File: src/rtl/sdio_data_pkg.sv
// Shared types and defaults for the SDIO data block sequencer.
package sdio_data_pkg;

  typedef enum logic [2:0] {
    ST_IDLE,
    ST_ARM,
    ST_XFER,
    ST_CRC_WAIT,
    ST_CHECK,
    ST_GAP,
    ST_DONE
  } state_t;

  localparam int SIZE_W             = 10;
  localparam int COUNT_W            = 9;
  localparam int DEFAULT_BLOCK_SIZE = 512;
  localparam int DEFAULT_CRC_WAIT   = 10;
  localparam int DEFAULT_GAP_CYCLES = 2;
  localparam int DEFAULT_FIFO_DEPTH = 16;

  // A block size of zero encodes the maximum block of 512 bytes.
  function automatic logic [SIZE_W-1:0] map_block_size(input logic [SIZE_W-1:0] size);
    return (size == '0) ? SIZE_W'(DEFAULT_BLOCK_SIZE) : size;
  endfunction

endpackage

File: src/rtl/sdio_data_block_ctrl_if.sv
// Command, function-stream and phy-side signals of the data block sequencer.
interface sdio_data_block_ctrl_if;
  import sdio_data_pkg::*;

  logic               i_xfer_start;
  logic               i_write_flag;
  logic [SIZE_W-1:0]  i_block_size;
  logic [COUNT_W-1:0] i_block_count;
  logic               i_abort;
  logic               o_busy;
  logic               o_done;
  logic               o_crc_err;
  logic               o_ovf_err;
  logic [COUNT_W-1:0] o_blocks_done;
  logic [7:0]         i_src_data;
  logic               i_src_valid;
  logic               o_src_ready;
  logic [7:0]         o_snk_data;
  logic               o_snk_valid;
  logic               i_snk_ready;
  logic               o_phy_activate;
  logic               o_phy_write_flag;
  logic [SIZE_W-1:0]  o_phy_data_count;
  logic               o_phy_rd_stb;
  logic [7:0]         o_phy_rd_data;
  logic               o_phy_com_rdy;
  logic               i_phy_wr_stb;
  logic [7:0]         i_phy_wr_data;
  logic               i_phy_hst_rdy;
  logic               i_phy_crc_good;

  modport master (
    output i_xfer_start, i_write_flag, i_block_size, i_block_count, i_abort,
    output i_src_data, i_src_valid, i_snk_ready,
    output i_phy_wr_stb, i_phy_wr_data, i_phy_hst_rdy, i_phy_crc_good,
    input  o_busy, o_done, o_crc_err, o_ovf_err, o_blocks_done,
    input  o_src_ready, o_snk_data, o_snk_valid,
    input  o_phy_activate, o_phy_write_flag, o_phy_data_count,
    input  o_phy_rd_stb, o_phy_rd_data, o_phy_com_rdy
  );

  modport slave (
    input  i_xfer_start, i_write_flag, i_block_size, i_block_count, i_abort,
    input  i_src_data, i_src_valid, i_snk_ready,
    input  i_phy_wr_stb, i_phy_wr_data, i_phy_hst_rdy, i_phy_crc_good,
    output o_busy, o_done, o_crc_err, o_ovf_err, o_blocks_done,
    output o_src_ready, o_snk_data, o_snk_valid,
    output o_phy_activate, o_phy_write_flag, o_phy_data_count,
    output o_phy_rd_stb, o_phy_rd_data, o_phy_com_rdy
  );

endinterface

File: src/rtl/sdio_sync_fifo.sv
// Byte FIFO with first-word-fall-through head, used by whichever direction is active.
module sdio_sync_fifo #(
  parameter int DEPTH = 16
) (
  input  logic                     clk,
  input  logic                     rst_n,
  input  logic                     flush,
  input  logic                     push,
  input  logic [7:0]               push_data,
  input  logic                     pop,
  output logic [7:0]               head,
  output logic                     full,
  output logic                     empty,
  output logic [$clog2(DEPTH):0]   count
);

  localparam int AW = $clog2(DEPTH);

  logic [7:0]    mem [DEPTH];
  logic [AW-1:0] wr_ptr_reg;
  logic [AW-1:0] rd_ptr_reg;
  logic [AW:0]   count_reg;
  logic          do_push;
  logic          do_pop;

  assign empty   = (count_reg == '0);
  assign full    = (count_reg == (AW+1)'(DEPTH));
  assign do_pop  = pop && !empty;
  // A push into a full FIFO is only taken when a pop frees a slot in the same cycle.
  assign do_push = push && (!full || do_pop);
  assign count   = count_reg;
  // Small enough for distributed RAM; the head is read combinationally so data
  // is available in the same cycle as the phy strobe.
  assign head    = mem[rd_ptr_reg];

  always_ff @(posedge clk) begin
    if (!rst_n || flush) begin
      wr_ptr_reg <= '0;
      rd_ptr_reg <= '0;
      count_reg  <= '0;
    end else begin
      if (do_push) wr_ptr_reg <= wr_ptr_reg + AW'(1);
      if (do_pop)  rd_ptr_reg <= rd_ptr_reg + AW'(1);
      case ({do_push, do_pop})
        2'b10:   count_reg <= count_reg + (AW+1)'(1);
        2'b01:   count_reg <= count_reg - (AW+1)'(1);
        default: count_reg <= count_reg;
      endcase
    end
  end

  always_ff @(posedge clk) begin
    if (do_push) mem[wr_ptr_reg] <= push_data;
  end

endmodule

File: src/rtl/sdio_data_block_ctrl.sv
// Splits a CMD53 data transfer into blocks and sequences the SDIO data phy per block.
module sdio_data_block_ctrl
  import sdio_data_pkg::*;
#(
  parameter int FIFO_DEPTH = DEFAULT_FIFO_DEPTH,
  parameter int CRC_WAIT   = DEFAULT_CRC_WAIT,
  parameter int GAP_CYCLES = DEFAULT_GAP_CYCLES
) (
  input  logic                 clk,
  input  logic                 rst_n,
  sdio_data_block_ctrl_if.slave bus
);

  localparam int          CW        = $clog2(FIFO_DEPTH) + 1;
  localparam logic [9:0]  DEPTH_10  = 10'(FIFO_DEPTH);
  localparam logic [7:0]  CRC_LAST  = 8'(CRC_WAIT - 1);
  localparam logic [7:0]  GAP_LAST  = 8'(GAP_CYCLES - 1);

  state_t              state_reg, state_next;
  logic                write_reg;
  logic [SIZE_W-1:0]   size_reg;
  logic [COUNT_W-1:0]  count_reg;
  logic [COUNT_W-1:0]  blocks_done_reg;
  logic                crc_err_reg;
  logic                ovf_err_reg;
  logic [SIZE_W-1:0]   xfer_cnt_reg;
  logic [SIZE_W-1:0]   fetch_cnt_reg;
  logic [7:0]          wait_cnt_reg;

  logic                start_ok, abort_now, done_exit;
  logic                src_ready, src_push, rd_stb, wr_push, snk_pop, byte_evt;
  logic                last_byte, prefetch_done, crc_fail, more_blocks, ovf_evt;
  logic [SIZE_W-1:0]   remaining, prefetch_goal;
  logic                fifo_push, fifo_pop, fifo_flush, fifo_full, fifo_empty;
  logic [7:0]          fifo_push_data, fifo_head;
  logic [CW-1:0]       fifo_count;

  sdio_sync_fifo #(.DEPTH(FIFO_DEPTH)) u_fifo (
    .clk       (clk),
    .rst_n     (rst_n),
    .flush     (fifo_flush),
    .push      (fifo_push),
    .push_data (fifo_push_data),
    .pop       (fifo_pop),
    .head      (fifo_head),
    .full      (fifo_full),
    .empty     (fifo_empty),
    .count     (fifo_count)
  );

  assign start_ok  = (state_reg == ST_IDLE) && bus.i_xfer_start;
  assign abort_now = (state_reg != ST_IDLE) && bus.i_abort;
  assign done_exit = (state_reg == ST_DONE) && (fifo_empty || bus.i_abort);

  // Read path: fetch is capped at the block size so the FIFO never holds bytes
  // of the following block.
  assign src_ready = !write_reg && ((state_reg == ST_ARM) || (state_reg == ST_XFER))
                     && !fifo_full && (fetch_cnt_reg < size_reg) && !bus.i_abort;
  assign src_push  = src_ready && bus.i_src_valid;
  assign rd_stb    = !write_reg && (state_reg == ST_XFER) && bus.i_phy_hst_rdy
                     && !fifo_empty && (xfer_cnt_reg < size_reg);

  assign wr_push   = write_reg && (state_reg == ST_XFER) && bus.i_phy_wr_stb;
  assign snk_pop   = write_reg && !fifo_empty && bus.i_snk_ready;
  assign ovf_evt   = wr_push && fifo_full && !snk_pop;

  assign byte_evt      = rd_stb || wr_push;
  assign last_byte     = byte_evt && (xfer_cnt_reg == size_reg - 10'd1);
  assign remaining     = size_reg - xfer_cnt_reg;
  assign prefetch_goal = (remaining < DEPTH_10) ? remaining : DEPTH_10;
  assign prefetch_done = (10'(fifo_count) >= prefetch_goal);
  assign crc_fail      = write_reg && !bus.i_phy_crc_good;
  assign more_blocks   = (count_reg == '0) || ((blocks_done_reg + 9'd1) != count_reg);

  assign fifo_push      = src_push || wr_push;
  assign fifo_push_data = write_reg ? bus.i_phy_wr_data : bus.i_src_data;
  assign fifo_pop       = rd_stb || snk_pop;
  assign fifo_flush     = start_ok || abort_now;

  always_comb begin
    state_next = state_reg;
    case (state_reg)
      ST_IDLE:     if (bus.i_xfer_start) state_next = ST_ARM;
      ST_ARM:      if (write_reg || prefetch_done) state_next = ST_XFER;
      ST_XFER:     if (last_byte) state_next = ST_CRC_WAIT;
      ST_CRC_WAIT: if (wait_cnt_reg == CRC_LAST) state_next = ST_CHECK;
      ST_CHECK:    state_next = (!crc_fail && more_blocks) ? ST_GAP : ST_DONE;
      ST_GAP:      if (wait_cnt_reg == GAP_LAST) state_next = ST_ARM;
      ST_DONE:     if (done_exit) state_next = ST_IDLE;
      default:     state_next = ST_IDLE;
    endcase
    if (abort_now && (state_reg != ST_DONE)) state_next = ST_DONE;
  end

  always_ff @(posedge clk) begin
    if (!rst_n) begin
      state_reg       <= ST_IDLE;
      write_reg       <= 1'b0;
      size_reg        <= '0;
      count_reg       <= '0;
      blocks_done_reg <= '0;
      crc_err_reg     <= 1'b0;
      ovf_err_reg     <= 1'b0;
      xfer_cnt_reg    <= '0;
      fetch_cnt_reg   <= '0;
      wait_cnt_reg    <= '0;
    end else begin
      state_reg <= state_next;
      if (start_ok) begin
        write_reg       <= bus.i_write_flag;
        size_reg        <= map_block_size(bus.i_block_size);
        count_reg       <= bus.i_block_count;
        blocks_done_reg <= '0;
        crc_err_reg     <= 1'b0;
        ovf_err_reg     <= 1'b0;
      end
      if ((state_reg == ST_ARM) || (state_reg == ST_XFER)) begin
        if (byte_evt) xfer_cnt_reg  <= xfer_cnt_reg + 10'd1;
        if (src_push) fetch_cnt_reg <= fetch_cnt_reg + 10'd1;
      end else begin
        xfer_cnt_reg  <= '0;
        fetch_cnt_reg <= '0;
      end
      wait_cnt_reg <= ((state_next == state_reg) &&
                       ((state_reg == ST_CRC_WAIT) || (state_reg == ST_GAP)))
                      ? wait_cnt_reg + 8'd1 : 8'd0;
      if ((state_reg == ST_CHECK) && !abort_now) begin
        if (crc_fail) crc_err_reg <= 1'b1;
        else          blocks_done_reg <= blocks_done_reg + 9'd1;
      end
      if (ovf_evt) ovf_err_reg <= 1'b1;
    end
  end

  assign bus.o_busy           = (state_reg != ST_IDLE);
  assign bus.o_done           = done_exit;
  assign bus.o_crc_err        = crc_err_reg;
  assign bus.o_ovf_err        = ovf_err_reg;
  assign bus.o_blocks_done    = blocks_done_reg;
  assign bus.o_src_ready      = src_ready;
  assign bus.o_snk_valid      = write_reg && !fifo_empty;
  assign bus.o_snk_data       = (write_reg && !fifo_empty) ? fifo_head : 8'h00;
  assign bus.o_phy_activate   = (state_reg == ST_ARM) || (state_reg == ST_XFER) ||
                                (state_reg == ST_CRC_WAIT) || (state_reg == ST_CHECK);
  assign bus.o_phy_write_flag = write_reg;
  assign bus.o_phy_data_count = size_reg;
  assign bus.o_phy_rd_stb     = rd_stb;
  assign bus.o_phy_rd_data    = (!write_reg && (state_reg == ST_XFER) && !fifo_empty)
                                ? fifo_head : 8'hFF;
  assign bus.o_phy_com_rdy    = !write_reg && (state_reg == ST_XFER);

endmodule

File: src/flat_wrapper.sv
// flat-port wrapper written by rule: the top's interface ports become plain ports
module sdio_data_block_ctrl_flat import sdio_data_pkg::*;
#(
  parameter int FIFO_DEPTH = DEFAULT_FIFO_DEPTH,
  parameter int CRC_WAIT   = DEFAULT_CRC_WAIT,
  parameter int GAP_CYCLES = DEFAULT_GAP_CYCLES
)
  (clk, rst_n, bus_i_xfer_start, bus_i_write_flag, bus_i_block_size, bus_i_block_count, bus_i_abort, bus_i_src_data, bus_i_src_valid, bus_i_snk_ready, bus_i_phy_wr_stb, bus_i_phy_wr_data, bus_i_phy_hst_rdy, bus_i_phy_crc_good, bus_o_busy, bus_o_done, bus_o_crc_err, bus_o_ovf_err, bus_o_blocks_done, bus_o_src_ready, bus_o_snk_data, bus_o_snk_valid, bus_o_phy_activate, bus_o_phy_write_flag, bus_o_phy_data_count, bus_o_phy_rd_stb, bus_o_phy_rd_data, bus_o_phy_com_rdy);
  sdio_data_block_ctrl_if bus_i ();
  input  logic clk;
  input  logic rst_n;
  input wire logic [$bits(bus_i.i_xfer_start)-1:0] bus_i_xfer_start;
  input wire logic [$bits(bus_i.i_write_flag)-1:0] bus_i_write_flag;
  input wire logic [$bits(bus_i.i_block_size)-1:0] bus_i_block_size;
  input wire logic [$bits(bus_i.i_block_count)-1:0] bus_i_block_count;
  input wire logic [$bits(bus_i.i_abort)-1:0] bus_i_abort;
  input wire logic [$bits(bus_i.i_src_data)-1:0] bus_i_src_data;
  input wire logic [$bits(bus_i.i_src_valid)-1:0] bus_i_src_valid;
  input wire logic [$bits(bus_i.i_snk_ready)-1:0] bus_i_snk_ready;
  input wire logic [$bits(bus_i.i_phy_wr_stb)-1:0] bus_i_phy_wr_stb;
  input wire logic [$bits(bus_i.i_phy_wr_data)-1:0] bus_i_phy_wr_data;
  input wire logic [$bits(bus_i.i_phy_hst_rdy)-1:0] bus_i_phy_hst_rdy;
  input wire logic [$bits(bus_i.i_phy_crc_good)-1:0] bus_i_phy_crc_good;
  output wire logic [$bits(bus_i.o_busy)-1:0] bus_o_busy;
  output wire logic [$bits(bus_i.o_done)-1:0] bus_o_done;
  output wire logic [$bits(bus_i.o_crc_err)-1:0] bus_o_crc_err;
  output wire logic [$bits(bus_i.o_ovf_err)-1:0] bus_o_ovf_err;
  output wire logic [$bits(bus_i.o_blocks_done)-1:0] bus_o_blocks_done;
  output wire logic [$bits(bus_i.o_src_ready)-1:0] bus_o_src_ready;
  output wire logic [$bits(bus_i.o_snk_data)-1:0] bus_o_snk_data;
  output wire logic [$bits(bus_i.o_snk_valid)-1:0] bus_o_snk_valid;
  output wire logic [$bits(bus_i.o_phy_activate)-1:0] bus_o_phy_activate;
  output wire logic [$bits(bus_i.o_phy_write_flag)-1:0] bus_o_phy_write_flag;
  output wire logic [$bits(bus_i.o_phy_data_count)-1:0] bus_o_phy_data_count;
  output wire logic [$bits(bus_i.o_phy_rd_stb)-1:0] bus_o_phy_rd_stb;
  output wire logic [$bits(bus_i.o_phy_rd_data)-1:0] bus_o_phy_rd_data;
  output wire logic [$bits(bus_i.o_phy_com_rdy)-1:0] bus_o_phy_com_rdy;
  assign bus_i.i_xfer_start = bus_i_xfer_start;
  assign bus_i.i_write_flag = bus_i_write_flag;
  assign bus_i.i_block_size = bus_i_block_size;
  assign bus_i.i_block_count = bus_i_block_count;
  assign bus_i.i_abort = bus_i_abort;
  assign bus_i.i_src_data = bus_i_src_data;
  assign bus_i.i_src_valid = bus_i_src_valid;
  assign bus_i.i_snk_ready = bus_i_snk_ready;
  assign bus_i.i_phy_wr_stb = bus_i_phy_wr_stb;
  assign bus_i.i_phy_wr_data = bus_i_phy_wr_data;
  assign bus_i.i_phy_hst_rdy = bus_i_phy_hst_rdy;
  assign bus_i.i_phy_crc_good = bus_i_phy_crc_good;
  assign bus_o_busy = bus_i.o_busy;
  assign bus_o_done = bus_i.o_done;
  assign bus_o_crc_err = bus_i.o_crc_err;
  assign bus_o_ovf_err = bus_i.o_ovf_err;
  assign bus_o_blocks_done = bus_i.o_blocks_done;
  assign bus_o_src_ready = bus_i.o_src_ready;
  assign bus_o_snk_data = bus_i.o_snk_data;
  assign bus_o_snk_valid = bus_i.o_snk_valid;
  assign bus_o_phy_activate = bus_i.o_phy_activate;
  assign bus_o_phy_write_flag = bus_i.o_phy_write_flag;
  assign bus_o_phy_data_count = bus_i.o_phy_data_count;
  assign bus_o_phy_rd_stb = bus_i.o_phy_rd_stb;
  assign bus_o_phy_rd_data = bus_i.o_phy_rd_data;
  assign bus_o_phy_com_rdy = bus_i.o_phy_com_rdy;
  sdio_data_block_ctrl #(.FIFO_DEPTH(FIFO_DEPTH), .CRC_WAIT(CRC_WAIT), .GAP_CYCLES(GAP_CYCLES)) u_core (.clk(clk), .rst_n(rst_n), .bus(bus_i));
endmodule
File: config.mk
export PLATFORM = sky130hd
export DESIGN_NAME = sdio_data_block_ctrl_flat
export DESIGN_NICKNAME = d
export VERILOG_FILES = /design/src/rtl/sdio_data_pkg.sv /design/src/rtl/sdio_data_block_ctrl_if.sv /design/src/rtl/sdio_sync_fifo.sv /design/src/rtl/sdio_data_block_ctrl.sv /design/src/flat_wrapper.sv
export SDC_FILE = /design/constraint.sdc
export NUM_CORES = 1
export LEC_CHECK = 0
export ABC_CLOCK_PERIOD_IN_PS = 10200
export CORE_MARGIN = 10
export CORE_UTILIZATION = 42
export DETAILED_ROUTE_END_ITERATION = 10
export GPL_TIMING_DRIVEN = 0
export SETUP_SLACK_MARGIN = 0.2
export SLEW_MARGIN = 40
export SYNTH_ARGS = -nofsm -noshare
export SYNTH_HDL_FRONTEND = slang
export SYNTH_SLANG_ARGS = --single-unit
File: constraint.sdc
create_clock -name clk -period 10.2 [get_ports clk]
set_input_delay 1.53 -clock clk [delete_from_list [all_inputs] [get_ports clk]]
set_output_delay 1.53 -clock clk [all_outputs]
set_load 0.02 [all_outputs]
# Yosys cells after proc, flatten, opt, wreduce, memory -nomap -nowiden

Memory sizes are Yosys's and may differ from the RTL's. A register that Yosys moved wholly into a read port is not among the register bits.
Index checks and enable logic that the tools add are counted.

Register bits: 75
Bits in writable memories: 128
Output and inout port bits: 45
Word-level logic and storage cells: 128
Memories: 1

$add $sub $neg: 10
Magnitude comparators: 4
Equal/unequal tests: 15
Mux-type cells: 27
Reductions and logical operators: 58

Memories:

| name              | words | width | read ports | clocked after Yosys merged registers in | write ports | line                 | text |
|---|---|---|---|---|---|---|---|
| u_core.u_fifo.mem | 16    | 8     | 1          | 1                                       | 1           | sdio_sync_fifo.sv:19 | `logic [7:0] mem [DEPTH];` |

Operators with widths:

| operator                                                              | number |
|---|---|
| 1-bit logical AND                                                     | 27 |
| 9-bit two-way mux                                                     | 3 |
| 8-bit two-way mux                                                     | 3 |
| 3-bit two-way mux                                                     | 7 |
| 3-bit one-hot mux with 7 select lines                                 | 1 |
| 10-bit by 1-bit adder with 10-bit output, second input constant       | 2 |
| 10-bit < comparator                                                   | 2 |
| 10-bit two-way mux                                                    | 2 |
| 1-bit logical OR                                                      | 13 |
| 10-bit == test                                                        | 1 |
| 5-bit by 10-bit >= comparator with 1-bit output                       | 1 |
| 10-bit zero test                                                      | 1 |
| 10-bit by 5-bit < comparator with 1-bit output, second input constant | 1 |
| 5-bit one-hot mux with 2 select lines                                 | 1 |
| 10-bit by 1-bit subtractor with 10-bit output, second input constant  | 1 |
| 10-bit subtractor                                                     | 1 |
| 9-bit by 1-bit adder with 9-bit output, second input constant         | 1 |
| 3-bit == test, second input constant                                  | 3 |
| 1-bit zero test                                                       | 9 |
| 9-bit zero test                                                       | 1 |
| 9-bit inequality test                                                 | 1 |
| 4-bit by 1-bit adder with 4-bit output, second input constant         | 2 |
| 8-bit by 1-bit adder with 8-bit output, second input constant         | 1 |
| 8-bit by 1-bit == test with 1-bit output, second input constant       | 1 |
| 18 further kinds                                                      | 28 |

# Logic depth before layout (Yosys ltp)

Gate-level depths: netlist of run 1.

Word-level depth: 13
Depth in mapped cells: 20
Mapped depth without buffers: 19

# Cells and area by module

From an unflattened synthesis of run 1, not the netlist that was laid out.

Cells, all modules: 922
Area, all modules: 10525.1 um2

By module, submodules not included:

| module               | times used | cells an instance | area each (um2) |
|---|---|---|---|
| sdio_sync_fifo       | 1          | 330               | 5879.4 |
| sdio_data_block_ctrl | 1          | 592               | 4645.7 |

# Worst setup path after synthesis of run 1

OpenSTA, ideal clock, no wires.

Kind: input to register
Start: in bus_i_abort
End: reg u_core.u_fifo.count_reg[4], in the netlist u_core.u_fifo.count[4]
Library setup time: 71 ps
Arrival time: 4390 ps
Path slack: 5739 ps
Stages on the path: 16
Path buffers: 2
Cell sequence: clkbuf_1 -> nor3_1 -> o2111ai_1 -> a211oi_2 -> o21a_1 -> clkbuf_2 -> inv_1 -> ha_1 -> inv_1 -> fa_1 -> inv_1 -> a21o_1 -> a21oi_1 -> xnor2_1 -> or3_1 -> a21oi_1

Word-level cells in the longest chain between the ends: 7
Elaborated cells on any way between the ends: 12
Classes of those cells: eq/ne (2); mux (1); reduce/logical (9)

RTL lines:

| item                                                                               | line                       | text |
|---|---|---|
| start: declaration                                                                 | flat_wrapper.sv:16         | `input wire logic [$bits(bus_i.i_abort)-1:0] bus_i_abort;` |
| 1-bit zero test                                                                    | sdio_data_block_ctrl.sv:58 | `&& !fifo_full && (fetch_cnt_reg < size_reg) && !bus.i_abort;` |
| 1-bit logical AND                                                                  | sdio_data_block_ctrl.sv:58 |  |
| 1-bit logical AND                                                                  | sdio_data_block_ctrl.sv:59 | `assign src_push = src_ready && bus.i_src_valid;` |
| 1-bit logical OR                                                                   | sdio_data_block_ctrl.sv:75 | `assign fifo_push = src_push \|\| wr_push;` |
| 1-bit logical AND                                                                  | sdio_sync_fifo.sv:30       | `assign do_push = push && (!full \|\| do_pop);` |
| 2-bit by 1-bit == test with 1-bit output / 2-bit == test (equally long branches)   | sdio_sync_fifo.sv:44       | `case ({do_push, do_pop})` |
| 5-bit one-hot mux with 2 select lines / 2-bit nonzero test (equally long branches) | -                          |  |
| end signal: assignment                                                             | sdio_sync_fifo.sv:45       | `2'b10: count_reg <= count_reg + (AW+1)'(1);` |
| end signal: assignment                                                             | sdio_sync_fifo.sv:46       | `2'b01: count_reg <= count_reg - (AW+1)'(1);` |
| end signal: assignment                                                             | sdio_sync_fifo.sv:47       | `default: count_reg <= count_reg;` |
| end: declaration                                                                   | sdio_sync_fifo.sv:22       | `logic [AW:0] count_reg;` |

Parallel ways exist; a longest one is shown, timed or not.
A chain may end at the register's enable or synchronous reset.

==> key figures, run 1 <==
CTS
  – Maximum clock path buffer count: 3
  – # hold bufs at CTS: 0
  – Root Driver: clkbuf_16
  – Cts repair resizes: 0
  – Setup bufs post-CTS: 0
  – Clock Sinks: 207
  – Clock Latency Late Sink: 0.53 ns
  – H-tree depth: 1
  – Number of buffers created by CTS: 23
  – Worst-path clk slew: 0.06 ns
  – CTS tree: built

Synth
  – Syn nets: 949
  – Yosys top cell area share: 37.4%
  – Dominant synthesized flop cell: edfxtp_1
  – Netlist cell types: 70
  – Register area share after synthesis: 52.8%
  – Number of synthesized register bits: 207
  – Syn. warnings: 0
  – Post-Synthesis Cells: 863
  – Cell taking the most area after synthesis: edfxtp_1
  – Async SR Flop Fraction: 0%
  – Top area cells in the synthesized netlist: edfxtp_1 37%, dfxtp_1 15%, mux4_2 8.8%, ha_1 4.7%, nor2_1 2.5%
  – Mapped cell area: 10300 um2
  – Post-synth EDFFs: 128
  – Syn Area/Cell: 11.9 um2

Timing
  – Hold Fails Final Rpt: 0
  – Setup TNS: 0 ns
  – Unrepaired setup endpoints after global routing: no
  – Max-slew headroom: 47.2%
  – Fin Clk Skew: 0.0112 ns
  – Worst-margin pin slew: 0.791 ns
  – F_max: 200 MHz
  – Slew Viols, Final: 0
  – Fin crit share: 49.1%
  – Final min period: 5.00 ns
  – Final setup viols: 0

Power
  – Power per cell area: 190 nW/um2
  – Leak Pwr: 4.21 nW
  – Max IR drop VDD: 0.114 mV

Run status
  – Outcome: completed

Route
  – Routed vias/inst: 5.36
  – TritonRoute pass-1 iters: 5
  – Routed WL per cell: 19.2 um
  – Drt drc: 0
  – ANT nets after route: 0
  – Post-Route WL: 25300 um
  – DR vias: 7061
  – 1st-iter DRT viols: 436

Setup path
  – Worst setup SP type: flop
  – FF-to-FF Start: u_core.bus.o_phy_data_count[0]$_SDFFE_PN0P_
  – CP Class: flop to output port
  – R2R cell count: 20
  – Critical Path RT: 8.67 ns
  – Crit path capture type: output port
  – Reg2Reg Setup Slack: 5.67 ns
  – Critical Path AT: 3.47 ns
  – CP Max Fanout: 10
  – FF-to-FF End: u_core.u_fifo.count[4]$_SDFFE_PP0P_

Final layout
  – Filler-free cell count of the finished design: 1317
  – Most frequent cells in the layout: 128 x edfxtp_1, 88 x clkdlybuf4s50_1, 79 x dfxtp_1
  – # fillers: 2134
  – Synth-to-layout area growth: 19.6%
  – Commonest non-fill, non-tap cell in the layout: edfxtp_1
  – Layout cell share with drive strength beyond 1: 10.7%
  – Max reg flops: 128
  – Top reg by flops: u_core.u_fifo.mem
  – Antenna cells: 0
  – Nets: 1063

Die
  – Chip Height: 176 um
  – Chip width: 176 um
  – Row cnt: 57
  – DIE AREA: 31100 um2
  – Core area: 24200 um2
  – I/O Pins: 90
  – Initial Util: 42.5%

Global route
  – Global-route wire length before repair: 39700 um
  – Pin count of the biggest net entering global routing: 17
  – Vias in the first global route: 6891
  – Total grt overflow: 0
  – Gr usage total: 16.1%
  – Initial antenna violation count: 0

Hold path
  – Worst hold endpoint: u_core.count_reg[8]$_SDFFE_PN0P_
  – Worst Hold Depth: 2
  – Hold Startpoint: u_core.count_reg[8]$_SDFFE_PN0P_
  – Worst Hold Class: flop to flop

Flow run
  – Max Cap Viol: 0

Placed design
  – Post-DP HPWL: 18300 um
  – Routability cong.: 0.878
  – Port Buffer Count: 88
  – Cell count after placement: 1276
[power by group]
part,switching (mW),internal (mW)
Sequential,0.0404,0.930
Clock,0.341,0.444
Combinational,0.356,0.227
Total,0.737,1.60
[critical path: stages, from the launching register on]
cell	delay [ns]
dfxtp_1	0.30
clkbuf_1	0.25
buf_2	0.43
mux4_2	0.62
mux4_2	0.51
or2_2	0.28
clkdlybuf4s50_1	0.54
[per-layer routing]
metal	GRT usage [%]	routed length [um]
met1	23.0	12200
met2	24.6	11100
met3	2.90	1560
met4	4.13	468
met5	0	0
[cell usage after synthesis (3+ instances only)]
| cell | count |
|---|---|
| nor2_1 | 68 |
| a21oi_1 | 34 |
| mux2i_1 | 5 |
| ha_1 | 39 |
| nor4_1 | 16 |
| mux4_2 | 40 |
| or3_1 | 7 |
| or2_2 | 9 |
| nand2b_1 | 4 |
| o21ai_0 | 23 |
| a211oi_1 | 4 |
| o31ai_1 | 3 |
| a21o_1 | 6 |
| nand4_1 | 14 |
| inv_1 | 38 |
| or4_1 | 4 |
| nor2b_1 | 19 |
| dfxtp_1 | 79 |
| mux2_2 | 8 |
| nor3_1 | 17 |
| a21boi_0 | 19 |
| and3_1 | 25 |
| o211ai_1 | 7 |
| edfxtp_1 | 128 |
| clkbuf_1 | 27 |
| nand2_1 | 65 |
| o21a_1 | 8 |
| and2_1 | 16 |
| nand3_1 | 17 |
| xor2_1 | 26 |
| buf_1 | 5 |
| xnor2_1 | 28 |
| a22oi_1 | 5 |
[cell type report]
type                       count  area, um2  share of cell area (%)
timing repair buffer          89        888                    7.22
clock buffer                  30        602                    4.89
sequential                   207       5430                    44.1
clock inverter                11       98.8                   0.804
multi-input combinational    581       4570                    37.2
buffer                        37        164                    1.33
tap                          324        405                    3.30
inverter                      38        143                    1.16
[cells by family (layout without fill, tap and decap cells)]
family                     after synthesis  in the layout  synth area share (%)
DFF                                    207            207                  52.8
AOI/OAI and AO/OA                      140            140                  9.76
muxes                                   53             53                  10.1
adders and majority gates               41             41                  5.14
buffers and inverters                   75            205                  2.95
and+or+nand+nor                        293            293                  14.7
xor gates and xnor gates                54             54                  4.60
[stage by stage]
step	cell area, um2	hold WS [ns]	util, %	setup WS (ns)	total power [mW]
after floorplan	10300	0.451	-	5.74	1.37
after global placement	11600	0.480	47.8	5.03	1.56
after detailed placement	11600	0.492	47.9	4.99	1.56
after CTS	12300	0.501	50.8	5.14	2.35
after global routing	12300	0.529	50.9	5.03	2.45
final	12300	0.495	50.9	5.20	2.34
[how the worst max path moves through the flow]
stage,startpoint,end,slack [ns],depth (start not counted)
floorplan,bus_i_abort,u_core.u_fifo.count[4]$_SDFFE_PP0P_,5.74,16
global placement,bus_i_abort,u_core.u_fifo.count[4]$_SDFFE_PP0P_,5.03,16
detailed placement,bus_i_abort,u_core.u_fifo.count[4]$_SDFFE_PP0P_,4.99,16
CTS,flop,bus_o_phy_rd_data[2],5.14,6
global route,flop,bus_o_phy_rd_data[2],5.03,6
finish,flop,bus_o_phy_rd_data[2],5.20,6
No activity file was read; power rests on OpenSTA's default activity.
==> run 2: changes to the inputs <==
--- a/config.mk
+++ b/config.mk
@@ -5,7 +5,7 @@
 export SDC_FILE = /design/constraint.sdc
 export NUM_CORES = 1
 export LEC_CHECK = 0
-export ABC_CLOCK_PERIOD_IN_PS = 10200
+export ABC_CLOCK_PERIOD_IN_PS = 4500
 export CORE_MARGIN = 10
 export CORE_UTILIZATION = 42
 export DETAILED_ROUTE_END_ITERATION = 10
==> constraint.sdc (replaced) <==
create_clock -name clk -period 4.5 [get_ports clk]
set_input_delay 0.675 -clock clk [delete_from_list [all_inputs] [get_ports clk]]
set_output_delay 0.675 -clock clk [all_outputs]
set_load 0.02 [all_outputs]
==> run 2 against run 1 <==
Compared with the run above: clock skew increased by 0.00060 ns; register-to-register slack got worse by 5.2 ns; clock power increased by 130%; sequential share of layout area decreased by 0.25 points; first-iteration DRC count increased by 3.7%; die area unchanged; power increased by 130%; wire length increased by 0.53%; final area increased by 0.61%; cell count increased by 0.15%; critical path type unchanged; largest cell class unchanged.
==> key figures, run 2 (synthesis results as in run 1) <==
Run status
  – Outcome: completed

Timing
  – Hold Fails Final Rpt: 0 (unchanged)
  – Hold WS: 0.495 ns (+0.000290 ns)
  – Final min period: 4.07 ns
  – Unrepaired setup endpoints after global routing: no
  – Fin Clk Skew: 0.0118 ns (+0.000596 ns)
  – Fin crit share: 90.5%
  – Slew Viols, Final: 0 (unchanged)
  – Worst-margin pin slew: 0.781 ns (-0.00960 ns)
  – F_max: 245 MHz
  – Max-slew headroom: 47.8% (+0.64 points)
  – Final setup viols: 0 (unchanged)

Global route
  – Global-route wire length before repair: 39800 um (+0.42%)
  – Pin count of the biggest net entering global routing: 17 (unchanged)
  – Gr usage total: 16.1% (+0.065 points)
  – Vias in the first global route: 6913 (+0.32%)
  – Initial antenna violation count: 0 (unchanged)
  – Total grt overflow: 0 (unchanged)

CTS
  – Number of buffers created by CTS: 23 (unchanged)
  – Maximum clock path buffer count: 3 (unchanged)
  – Clock Latency Late Sink: 0.53 ns (about the same)
  – Root Driver: clkbuf_16
  – Clock Sinks: 207 (unchanged)
  – CTS tree: built
  – H-tree depth: 1 (unchanged)
  – Worst-path clk slew: 0.06 ns (about the same)

Route
  – Post-Route WL: 25500 um (+0.53%)
  – Routed WL per cell: 19.3 um (+0.38%)
  – DR vias: 7102 (+0.58%)
  – 1st-iter DRT viols: 452 (+3.7%)
  – TritonRoute pass-1 iters: 8 (+3)
  – Drt drc: 0 (unchanged)
  – Routed vias/inst: 5.38 (+0.43%)
  – ANT nets after route: 0 (unchanged)

Placed design
  – Routability cong.: 0.878 (unchanged)
  – Post-DP HPWL: 18300 um (unchanged)
  – Cell count after placement: 1276 (unchanged)
  – Post-DP Area: 11600 um2 (unchanged)
  – Port Buffer Count: 88 (unchanged)

Setup path
  – CP Class: flop to output port
  – CP Max Fanout: 10 (unchanged)
  – Crit path capture type: output port
  – Critical Path RT: 3.83 ns (-4.84 ns)
  – Critical Path AT: 3.40 ns (-0.07 ns)
  – R2R cell count: 18 (-10%)
  – Worst setup SP type: flop

Final layout
  – Commonest non-fill, non-tap cell in the layout: edfxtp_1
  – Layout cell share with drive strength beyond 1: 11.9% (+1.2 points)
  – Antenna cells: 0 (unchanged)
  – Nets: 1065 (+0.19%)
  – Synth-to-layout area growth: 20.4%
  – Top reg by flops: u_core.u_fifo.mem
  – Max reg flops: 128 (unchanged)
  – Most frequent cells in the layout: 128 x edfxtp_1, 88 x clkdlybuf4s50_1, 77 x dfxtp_1
  – Final core utilization: 51.2% (+0.31 points)
  – Filler-free cell count of the finished design: 1319 (+0.15%)
  – Final instance area: 12400 um2 (+0.61%)

Hold path
  – Worst Hold Class: flop to flop
  – Worst Hold Depth: 2 (unchanged)

Power
  – Power per cell area: 434 nW/um2 (+130%)
  – Leak Pwr: 4.23 nW (+0.52%)
  – Max IR drop VDD: 0.271 mV (+140%)
  – Pwr Total: 5.37 mW (+130%)

Die
  – DIE AREA: 31100 um2 (unchanged)
  – Chip Height: 176 um (unchanged)
  – Row cnt: 57 (unchanged)
  – I/O Pins: 90 (unchanged)
  – Chip width: 176 um (unchanged)
  – Initial Util: 42.5% (unchanged)
  – Core area: 24200 um2 (unchanged)

Flow run
  – Max Cap Viol: 0 (unchanged)
==> run 2: worst paths after layout <==
path / slack (ns) / startpoint / to
min reg2reg: 0.50 / u_core.count_reg[8]$_SDFFE_PN0P_ / u_core.count_reg[8]$_SDFFE_PN0P_
min: 0.50 / u_core.count_reg[8]$_SDFFE_PN0P_ / u_core.count_reg[8]$_SDFFE_PN0P_
max reg2reg: 0.45 / u_core.state_reg[2]$_SDFF_PN0_ / u_core.u_fifo.count[4]$_SDFFE_PP0P_
max: 0.43 / flop / bus_o_phy_rd_data[4]
==> run 2: critical path, cell delays in order, from the launching register on <==
cell and delay (ns):
dfxtp_1 0.30, clkbuf_1 0.25, buf_2 0.42, mux4_2 0.58, mux4_2 0.49, or2_2 0.29
clkdlybuf4s50_1 0.54
==> run 2: repair_timing <==
item | 4_1_cts | 5_1_grt
endpoints found under the setup margin | 2 | 13
setup buffers | 1 | 1
pin swaps | 1 | 1
hold buffers | 0 | 0
resized for setup | 2 | 14
==> run 2: cell type report <==
| type | instances | area [um2] |
|---|---|---|
| multi-input combinational | 581 | 4630 |
| clock inverter | 11 | 98.8 |
| sequential | 207 | 5430 |
| timing repair buffer | 91 | 903 |
| buffer | 37 | 166 |
| inverter | 38 | 143 |
| clock buffer | 30 | 602 |
| tap | 324 | 405 |
| fill | 2121 | 11800 |
==> run 2: report_power, final <==
part	internal [mW]	total (mW)	switching [mW]	leakage [nW]
clock	1.01	1.78	0.774	0.334
combinational	0.546	1.39	0.841	2.10
sequential	2.11	2.20	0.0911	1.79
total	3.66	5.37	1.71	4.23
==> run 2: per-layer routing <==
layer,wire length (um),up-vias,track usage [%]
li1,-,3439,-
met1,12000,3450,23.1
met2,11400,176,24.7
met3,1610,37,2.90
met4,474,0,4.13
met5,0,-,0
==> run 2: through the flow <==
step,worst slack (ns),setup TNS (ns)
4_1_cts,0.243,0
3_3_place_gp,-0.00127,-0.00127
6_report,0.427,0
5_1_grt,0.166,0
2_1_floorplan,0.539,0
3_5_place_dp,-0.0650,-0.0650
==> run 3: changes to the inputs <==
--- a/config.mk
+++ b/config.mk
@@ -6,10 +6,12 @@
 export NUM_CORES = 1
 export LEC_CHECK = 0
 export ABC_CLOCK_PERIOD_IN_PS = 4500
+export CAP_MARGIN = 40
 export CORE_MARGIN = 10
 export CORE_UTILIZATION = 42
 export DETAILED_ROUTE_END_ITERATION = 10
 export GPL_TIMING_DRIVEN = 0
+export PLACE_DENSITY_LB_ADDON = 0.08
 export SETUP_SLACK_MARGIN = 0.2
 export SLEW_MARGIN = 40
 export SYNTH_ARGS = -nofsm -noshare
==> constraint.sdc (replaced) <==
create_clock -name clk -period 4.5 [get_ports clk]
set_input_delay 1.35 -clock clk [delete_from_list [all_inputs] [get_ports clk]]
set_output_delay 1.35 -clock clk [all_outputs]
set_load 0.02 [all_outputs]
==> run 3 against run 2 <==
Compared with the run above: wire length shrank 1.7%; power grew 4.7%; hold slack lost 0.0059 ns; register-to-register slack is essentially flat; first-iteration DRC count shrank 32%; sequential share of layout area shrank 0.51 points; count of clock-buffer cells in the layout grew 1; final area grew 1.2%.
==> key figures, run 3 (synthesis results as in run 1) <==
Timing
  – F_max: 237 MHz (-3.4%)
  – Fin crit share: 93.7% (+3.2 points)
  – Slew Viols, Final: 0 (unchanged)
  – Final setup viols: 0 (unchanged)
  – Hold Fails Final Rpt: 0 (unchanged)
  – Final min period: 4.22 ns (+0.145 ns)
  – Unrepaired setup endpoints after global routing: yes
  – Worst-margin pin slew: 0.758 ns (-0.0231 ns)
  – Fin Clk Skew: 0.0118 ns (-0.0000336 ns)
  – Max-slew headroom: 49.2% (+1.4 points)

Die
  – Core area: 24200 um2 (unchanged)
  – Chip width: 176 um (unchanged)
  – Initial Util: 42.5% (unchanged)
  – I/O Pins: 90 (unchanged)
  – Chip Height: 176 um (unchanged)
  – Row cnt: 57 (unchanged)
  – DIE AREA: 31100 um2 (unchanged)

Global route
  – Vias in the first global route: 7139 (+3.3%)
  – Gr usage total: 16.1% (-0.046 points)
  – Pin count of the biggest net entering global routing: 17 (unchanged)
  – Global-route wire length before repair: 39800 um (about the same)
  – Initial antenna violation count: 0 (unchanged)
  – Total grt overflow: 0 (unchanged)

Route
  – Post-Route WL: 25000 um (-1.7%)
  – Routed vias/inst: 5.19 (-3.6%)
  – 1st-iter DRT viols: 307 (-32%)
  – Drt drc: 0 (unchanged)
  – TritonRoute pass-1 iters: 5 (-3)
  – DR vias: 6870 (-3.3%)
  – ANT nets after route: 0 (unchanged)
  – Routed WL per cell: 18.9 um (-2.0%)

CTS
  – Root Driver: clkbuf_16
  – Worst-path clk slew: 0.06 ns (about the same)
  – H-tree depth: 1 (unchanged)
  – Clock Sinks: 207 (unchanged)
  – Maximum clock path buffer count: 3 (unchanged)
  – Clock Latency Late Sink: 0.51 ns (-0.02 ns)
  – CTS tree: built
  – # hold bufs at CTS: 0 (unchanged)
  – Number of buffers created by CTS: 24 (+4.3%)

Power
  – Internal Pwr Total: 3.95 mW (+7.8%)
  – Net Sw Frac: 29.7% (-2.1 points)
  – Leak Pwr: 4.34 nW (+2.6%)
  – Power per cell area: 449 nW/um2 (+3.4%)
  – NetSw: 1.67 mW (-2.1%)
  – Combinational Power Share: 23.9% (-1.9 points)
  – Sequential fraction of design power: 39.0% (-2.0 points)
  – Max IR drop VDD: 0.345 mV (+27%)
  – Clk network pwr share: 37.1% (+3.9 points)

Setup path
  – CP Max Fanout: 10 (unchanged)
  – CP Class: flop to output port
  – Worst path max stage delay: 0.53 ns (-0.05 ns)
  – Critical path, cell by cell: clkbuf_2, mux4_2, mux4_2, or2_2, dlygate4sd2_1
  – Critical Path Slowest Stage Cell: mux4_2
  – Critical Path RT: 3.15 ns (-0.68 ns)
  – Worst setup SP type: flop
  – Top cell by count, worst path: mux4_2
  – Critical Path AT: 2.87 ns (-0.53 ns)
  – Crit path capture type: output port
  – CP delay by family, top: multiplexers
  – Bufs and invs on worst path: 2 (-1)

Final layout
  – Layout cell share with drive strength beyond 1: 12.6% (+0.78 points)
  – Final instance area: 12500 um2 (+1.2%)
  – Synth-to-layout area growth: 21.8%
  – Register area: 5430 um2 (unchanged)
  – Commonest non-fill, non-tap cell in the layout: edfxtp_1
  – Top reg by flops: u_core.u_fifo.mem
  – Max reg flops: 128 (unchanged)
  – Area of the multi-input gates: 4590 um2 (-0.68%)
  – Filler-free cell count of the finished design: 1323 (+0.30%)
  – Nets: 1065 (unchanged)
  – Most frequent cells in the layout: 128 x edfxtp_1, 77 x dfxtp_1, 71 x clkdlybuf4s50_1
  – # fillers: 2158 (+1.7%)
  – Final core utilization: 51.8% (+0.61 points)

Run status
  – Outcome: completed

Placed design
  – Routability cong.: 0.810 (-7.7%)
  – Post-DP Area: 11600 um2 (about the same)
  – Port Buffer Count: 88 (unchanged)
  – Cell count after placement: 1275 (-0.078%)
  – Post-DP HPWL: 18400 um (+0.85%)

Hold path
  – Worst Hold Class: flop to flop

Flow run
  – Max Cap Viol: 0 (unchanged)
[run 3: cell count changes in the layout (fill, tap and decap cells not counted), sizes merged, moves of 2 or more]
cell,change
clkdlybuf4s50,-17
dlygate4sd2,+17
bufinv,+4
clkinv,-4
diode,+2
[run 3: final cells by class]
type / count / share of cell area [%]
inverter: 38 / 1.14
buffer: 37 / 1.70
multi-input combinational: 581 / 36.7
sequential: 207 / 43.4
clock inverter: 13 / 1.66
antenna: 2 / 0.0400
timing repair buffer: 90 / 6.99
clock buffer: 31 / 5.18
tap: 324 / 3.24
[run 3: worst min-delay path, delay by kind of cell, from the launching register on]
family / cells / cell delay, ns
compound gates: 1 / 0.06
simple gates: 1 / 0.05
flops: 1 / 0.32
[run 3: power by group through the flow]
stage	Clock, mW	Combinational, mW	Sequential (mW)
global route	2.21	1.50	2.20
finish	2.08	1.34	2.19
floorplan	0	0.885	2.23
global placement	0	1.31	2.23
CTS	2.14	1.33	2.19
detailed placement	0	1.32	2.23
[run 3: metrics by stage]
step	hold WS (ns)	setup TNS [ns]	power (mW)	worst slack, ns
6_report	0.489	0	5.62	0.281
5_1_grt	0.525	0	5.91	0.159
4_1_cts	0.495	0	5.67	0.197
3_5_place_dp	0.486	-0.858	3.55	-0.502
3_3_place_gp	0.478	-2.72	3.54	-0.488
2_1_floorplan	0.451	0	3.11	0.219
[run 3: path summary, 6_finish.rpt]
path / from / to / slack [ns] / depth (start not counted)
hold / removal: u_core.count_reg[8]$_SDFFE_PN0P_ / u_core.count_reg[8]$_SDFFE_PN0P_ / 0.49 / 2
hold reg to reg: u_core.count_reg[8]$_SDFFE_PN0P_ / u_core.count_reg[8]$_SDFFE_PN0P_ / 0.49 / 2
setup / recovery: flop / bus_o_phy_rd_data[1] / 0.28 / 5
setup reg to reg: u_core.bus.o_phy_data_count[0]$_SDFFE_PN0P_ / u_core.u_fifo.count[4]$_SDFFE_PP0P_ / 0.46 / 20
[run 3: what timing repair did]
action	4_1_cts	5_1_grt
pin swaps	1	0
endpoints found under the setup margin	20	19
resized for setup	35	10
buffers inserted	1	1
[run 3: routing by layer]
metal / GRT usage (%) / part of all wire [%] / wire, um / vias to the layer above
met4: 3.71 / 1.9 / 481 / 0
li1: - / - / - / 3445
met3: 4.12 / 5.9 / 1490 / 34
met2: 28.2 / 50 / 12400 / 137
met1: 19.5 / 43 / 10700 / 3254
met5: 0 / 0 / 0 / -
